`src/rtl/alu_arbiter.sv`:
```
// Two-requester round-robin front end for a single shared ALU.
// One operation in flight: IDLE grants, EXEC computes, RESP holds the result until taken.
`timescale 1ns/1ps
module alu_arbiter #(
  parameter int DATA_SIZE = 16
) (
  input  logic                 CLK,
  input  logic                 RST_N,
  input  logic                 REQ0_VALID,
  output logic                 REQ0_READY,
  input  logic [DATA_SIZE-1:0] REQ0_A,
  input  logic [DATA_SIZE-1:0] REQ0_B,
  input  logic [1:0]           REQ0_ALUK,
  input  logic                 REQ1_VALID,
  output logic                 REQ1_READY,
  input  logic [DATA_SIZE-1:0] REQ1_A,
  input  logic [DATA_SIZE-1:0] REQ1_B,
  input  logic [1:0]           REQ1_ALUK,
  output logic                 RSP_VALID,
  input  logic                 RSP_READY,
  output logic                 RSP_ID,
  output logic [DATA_SIZE-1:0] RSP_Y,
  output logic                 RSP_CYO,
  output logic [7:0]           OP_CNT
);

  typedef enum logic [1:0] {IDLE, EXEC, RESP} state_e;

  state_e               state_q;
  logic                 pri_q;
  logic                 id_q;
  logic [DATA_SIZE-1:0] a_q, b_q;
  logic [1:0]           aluk_q;
  logic                 rsp_valid_q;
  logic                 rsp_id_q;
  logic [DATA_SIZE-1:0] rsp_y_q;
  logic                 rsp_cyo_q;
  logic [7:0]           op_cnt_q;

  logic                 grant0, grant1;
  logic [DATA_SIZE-1:0] a_d, b_d;
  logic [1:0]           aluk_d;
  logic [DATA_SIZE:0]   sum;
  logic [DATA_SIZE-1:0] alu_y;
  logic                 alu_cyo;

  // Grants are combinational so READY lands in the same cycle as VALID;
  // gating with RST_N keeps READY low throughout reset.
  always_comb begin
    // NOTE: every always_comb output gets a default first so no path leaves it unassigned (no latch).
    grant0 = 1'b0;
    grant1 = 1'b0;
    if (RST_N && state_q == IDLE) begin
      if (REQ0_VALID && (!REQ1_VALID || !pri_q)) grant0 = 1'b1;
      else if (REQ1_VALID)                       grant1 = 1'b1;
    end
  end

  always_comb begin
    a_d    = grant1 ? REQ1_A    : REQ0_A;
    b_d    = grant1 ? REQ1_B    : REQ0_B;
    aluk_d = grant1 ? REQ1_ALUK : REQ0_ALUK;
  end

  always_comb begin
    sum     = {1'b0, a_q} + {1'b0, b_q};
    alu_y   = '0;
    alu_cyo = 1'b0;
    case (aluk_q)
      2'b00: begin
        alu_y   = sum[DATA_SIZE-1:0];
        alu_cyo = sum[DATA_SIZE];
      end
      2'b01:   alu_y = a_q & b_q;
      2'b10:   alu_y = ~a_q;
      default: alu_y = '0;
    endcase
  end

  // NOTE: sequential state uses non-blocking assignments only, so every register samples pre-edge values.
  always_ff @(posedge CLK) begin
    if (!RST_N) begin
      state_q     <= IDLE;
      pri_q       <= 1'b0;
      id_q        <= 1'b0;
      a_q         <= '0;
      b_q         <= '0;
      aluk_q      <= 2'b00;
      rsp_valid_q <= 1'b0;
      rsp_id_q    <= 1'b0;
      rsp_y_q     <= '0;
      rsp_cyo_q   <= 1'b0;
      op_cnt_q    <= 8'd0;
    end else begin
      case (state_q)
        IDLE: begin
          if (grant0 || grant1) begin
            a_q     <= a_d;
            b_q     <= b_d;
            aluk_q  <= aluk_d;
            id_q    <= grant1;
            pri_q   <= ~grant1;
            state_q <= EXEC;
          end
        end
        EXEC: begin
          // Result registers change only here, so they hold the last result through IDLE.
          rsp_y_q     <= alu_y;
          rsp_cyo_q   <= alu_cyo;
          rsp_id_q    <= id_q;
          rsp_valid_q <= 1'b1;
          state_q     <= RESP;
        end
        RESP: begin
          if (RSP_READY) begin
            rsp_valid_q <= 1'b0;
            op_cnt_q    <= op_cnt_q + 8'd1;
            state_q     <= IDLE;
          end
        end
        default: state_q <= IDLE;
      endcase
    end
  end

  assign REQ0_READY = grant0;
  assign REQ1_READY = grant1;
  assign RSP_VALID  = rsp_valid_q;
  assign RSP_ID     = rsp_id_q;
  assign RSP_Y      = rsp_y_q;
  assign RSP_CYO    = rsp_cyo_q;
  assign OP_CNT     = op_cnt_q;

endmodule
```
`config.mk`:
```
export PLATFORM = sky130hd
export DESIGN_NAME = alu_arbiter
export DESIGN_NICKNAME = d
export VERILOG_FILES = /design/src/rtl/alu_arbiter.sv
export SDC_FILE = /design/constraint.sdc
export NUM_CORES = 1
export LEC_CHECK = 0
export CAP_MARGIN = 20
export CORE_MARGIN = 5
export CORE_UTILIZATION = 45
export CTS_BUF_LIST = sky130_fd_sc_hd__clkbuf_2 sky130_fd_sc_hd__clkbuf_4 sky130_fd_sc_hd__clkbuf_8
export DETAILED_ROUTE_END_ITERATION = 10
export PLACE_DENSITY = 0.79
export SKIP_CTS_REPAIR_TIMING = 1
export SLEW_MARGIN = 20
export SYNTH_ARGS = -nofsm -noshare
export SYNTH_HDL_FRONTEND = slang
export SYNTH_SLANG_ARGS = --single-unit
```
`constraint.sdc`:
```
create_clock -name CLK -period 2.05 [get_ports CLK]
set_input_delay 0.5125 -clock CLK [delete_from_list [all_inputs] [get_ports CLK]]
set_output_delay 0.5125 -clock CLK [all_outputs]
set_load 0.01 [all_outputs]
```
==> summary.md <==
| Metric | Value |
|---|---|
| Status | finished clean |
| Met2 GRT Util | 32.49% |
| Crit path max fanout | 3 |
| Max_slew headroom | 25.64% |
| Max_cap viols | 0 |
| Skew-Pair Late Insertion Delay | 0.34 ns |
| Worst setup margin | 0.02541 ns |
| GR met1 Demand/Resource | 25.95% |
| Fmax | 493.9 MHz |
| Fin cells | 648 |
| Share of cells above drive strength 1 | 13.55% |
| Row count | 32 |
| Fin util | 66.74% |
| P_leak | 0.002029 uW |
| Cells after Synth | 427 |
| First-pass GRT wire length | 15,930 um |
| Largest cells by area after synthesis | dfxtp_1 36%, a21boi_0 7.6%, a22oi_1 7.6%, nand2_1 6.4%, ha_1 6.0% |
| Max-slew violations | 0 |
| Vias per inst | 5.474 |
| WP data arrival | 2.31 ns |
| DRT antenna net count | 0 |
| DR iter-0 viols | 145 |
| Post-synth ARST share | 0% |
| Sequential area share after synthesis | 36.47% |
| First-pass iteration count of the detailed router | 5 |
| Final #Nets | 632 |
| Grt met3 use | 3.468% |
| CTS tree | built |
| FF+latch area | 0.001308 mm^2 |
| Most numerous cell in the Yosys netlist | dfxtp_1 |
| Synth Area in Adders | 6.522% |
| Critical path endpoint category | flip-flop |
| WL final | 9792 um |
| Pre-CTS setup slack | -0.3636 ns |
| Largest net degree at the start of global routing | 66 |
| Gr busiest metal | met2 |
| Worst-Margin Slew | 1.113 ns |
| Mapped Area | 0.003568 mm^2 |
| Final Cycle Share | 98.76% |
| Yosys reg bits | 65 |
| Power density over the cells | 690.6 mW/mm^2 |
| GP Congestion | 0.9115 |
| Synthesized area per cell | 8.357 um^2 |
| Diode count | 0 |
| Mux share of post-synthesis cell area | 0.5961% |
| Post-synth top area cell | dfxtp_1 |
| Critical setup path kind | reg2reg |
| Residual DRC count | 0 |
| Area of the multi-input gates | 0.002236 mm^2 |
| Compound-cell area share of the yosys netlist | 31.31% |
| Post-DP HPWL | 7224 um |
| Min Tclk post-route | 2.025 ns |
| Number of global-route vias before repair | 3,431 |
| Sink Count | 65 |
| XOR/XNOR Fraction of Synth Area | 4.663% |
| Initial cell density of the core | 46.18% |
| Routed wire per std cell | 15.11 um |
| CTS Buf Count | 9 |
| Initial antenna violation count | 0 |
| Post-synth cell types | 48 |
| Unrepaired setup endpoints after global routing | yes |
| Chip Height | 99.05 um |
| Area Growth Syn to Fin | 44.53% |
| Peak VDD IR | 0.3635 mV |
| Die ar. | 0.009811 mm^2 |
| Yosys top cell area share | 36.47% |
| Final setup viols | 0 |
| Num ports | 102 |
| Overall global routing resource usage | 19.72% |
| Total gr overflow | 0 |
| Worst Hold Class | reg2reg |
| Synthesized Nets | 518 |
| Synth Flop Type | dfxtp_1 |
| Data required, critical path | 2.33 ns |
| PortBufs | 101 |
| Critical path startpoint category | flip-flop |
| Yosys warning total | 0 |
| Die W | 99.05 um |
| H-tree depth | 3 |
| Cells after DPL | 629 |
| Clock skew | 0.005558 ns |
| Top cells by count, synth | 65 x dfxtp_1, 61 x nand2_1, 36 x a21boi_0, 36 x a22oi_1, 26 x a21oi_1 |
| CTS max path bufs | 2 |
| Fillers | 630 |
| Largest family of logic cells by synthesized area | compound AO/OA/AOI/OAI gates |
| Simple-Gate Fraction of Synth Area | 16.34% |
| Clk pin slew, worst setup/hold paths | 0.07 ns |
| Final hold violations | 0 |
| Post-synth EDFFs | 0 |
| Core area | 0.007727 mm^2 |
| Vias | 3,547 |
| Root Driver | clkbuf_8 |
cells by family (layout without fill, tap and decap cells):
family	after synthesis	count (layout)
simple gates	125	125
flops	65	65
fa+ha+maj	18	18
mux	2	2
compound gates	161	161
xor+xnor	19	19
buf+inv	37	156
registers in the layout, summed over array words and instances, names as in the netlist:
name	count
OP_CNT	8
RSP_CYO	1
RSP_Y	16
id_q	1
RSP_VALID	1
a_q	16
aluk_q	2
RSP_ID	1
state_q	2
b_q	16
pri_q	1
metrics by stage:
step	total power [uW]	TNS [ns]	cell area, um^2	hold slack [ns]
finish	3562	0	5157	0.4580
global route	3748	-0.2197	5157	0.4739
CTS	3542	-1.618	5024	0.4602
detailed placement	2450	-6.626	4823	0.4504
global placement	2422	-5.063	4823	0.4504
floorplan	1998	0	3582	0.4320
path summary, 6_finish.rpt:
kind	depth (start not counted)	slack, ns	from	end
hold reg to reg	2	0.46	id_q	id_q
setup reg to reg	10	0.03	a_q[0]	RSP_CYO
setup / recovery	10	0.03	a_q[0]	RSP_CYO
hold / removal	2	0.46	id_q	id_q
layout by cell type, fill, tap and decap left out, types with 3 or more instances in the layout:
cell | synthesis | final
ha_1 | 17 | 15
a21boi_0 | 36 | 36
xor2_1 | 7 | 7
nand4_1 | 4 | 4
a22oi_1 | 36 | 36
nand2_1 | 61 | 61
xnor2_1 | 12 | 12
clkbuf_4 | 0 | 3
o21bai_1 | 3 | 3
o21a_1 | 4 | 4
dfxtp_1 | 65 | 62
nand2b_1 | 9 | 8
buf_4 | 0 | 28
a21oi_1 | 26 | 24
o21ai_0 | 21 | 18
nand3_1 | 7 | 7
o211a_1 | 5 | 5
o211ai_1 | 9 | 9
and2_1 | 8 | 8
o21ai_1 | 3 | 4
inv_1 | 9 | 8
a31oi_1 | 6 | 5
clkdlybuf4s50_1 | 0 | 98
nor2_1 | 19 | 18
clkbuf_8 | 0 | 10
layout make-up:
cell class	instances	share of cell area, %
clock buffer	13	3.105
multi-input combinational	325	43.35
clock inverter	3	0.7763
tap	102	2.475
inverter	9	0.6550
timing repair buffer	131	24.28
sequential	65	25.35
metal layers:
metal | up-vias | share of wire [%]
met2 | 127 | 47
li1 | 1765 | -
met3 | 14 | 6.2
met5 | - | 0
met4 | 0 | 1.6
met1 | 1641 | 45
power breakdown:
part	switching [uW]	total (uW)	internal, uW	leakage, uW
logic	466	980	514	0.00139
clock network	473	1110	632	0.000108
registers	89.9	1480	1390	0.000533
worst max-delay path, stage by stage, from the launching register on:
cell	delay, ns
dfxtp_2	0.36
ha_4	0.14
inv_2	0.04
fa_2	0.34
nand2b_4	0.17
a21oi_4	0.16
o21ai_1	0.14
a31oi_2	0.25
a21oi_1	0.12
o22ai_1	0.12
and2_1	0.13
No activity file was read; power rests on OpenSTA's default activity.
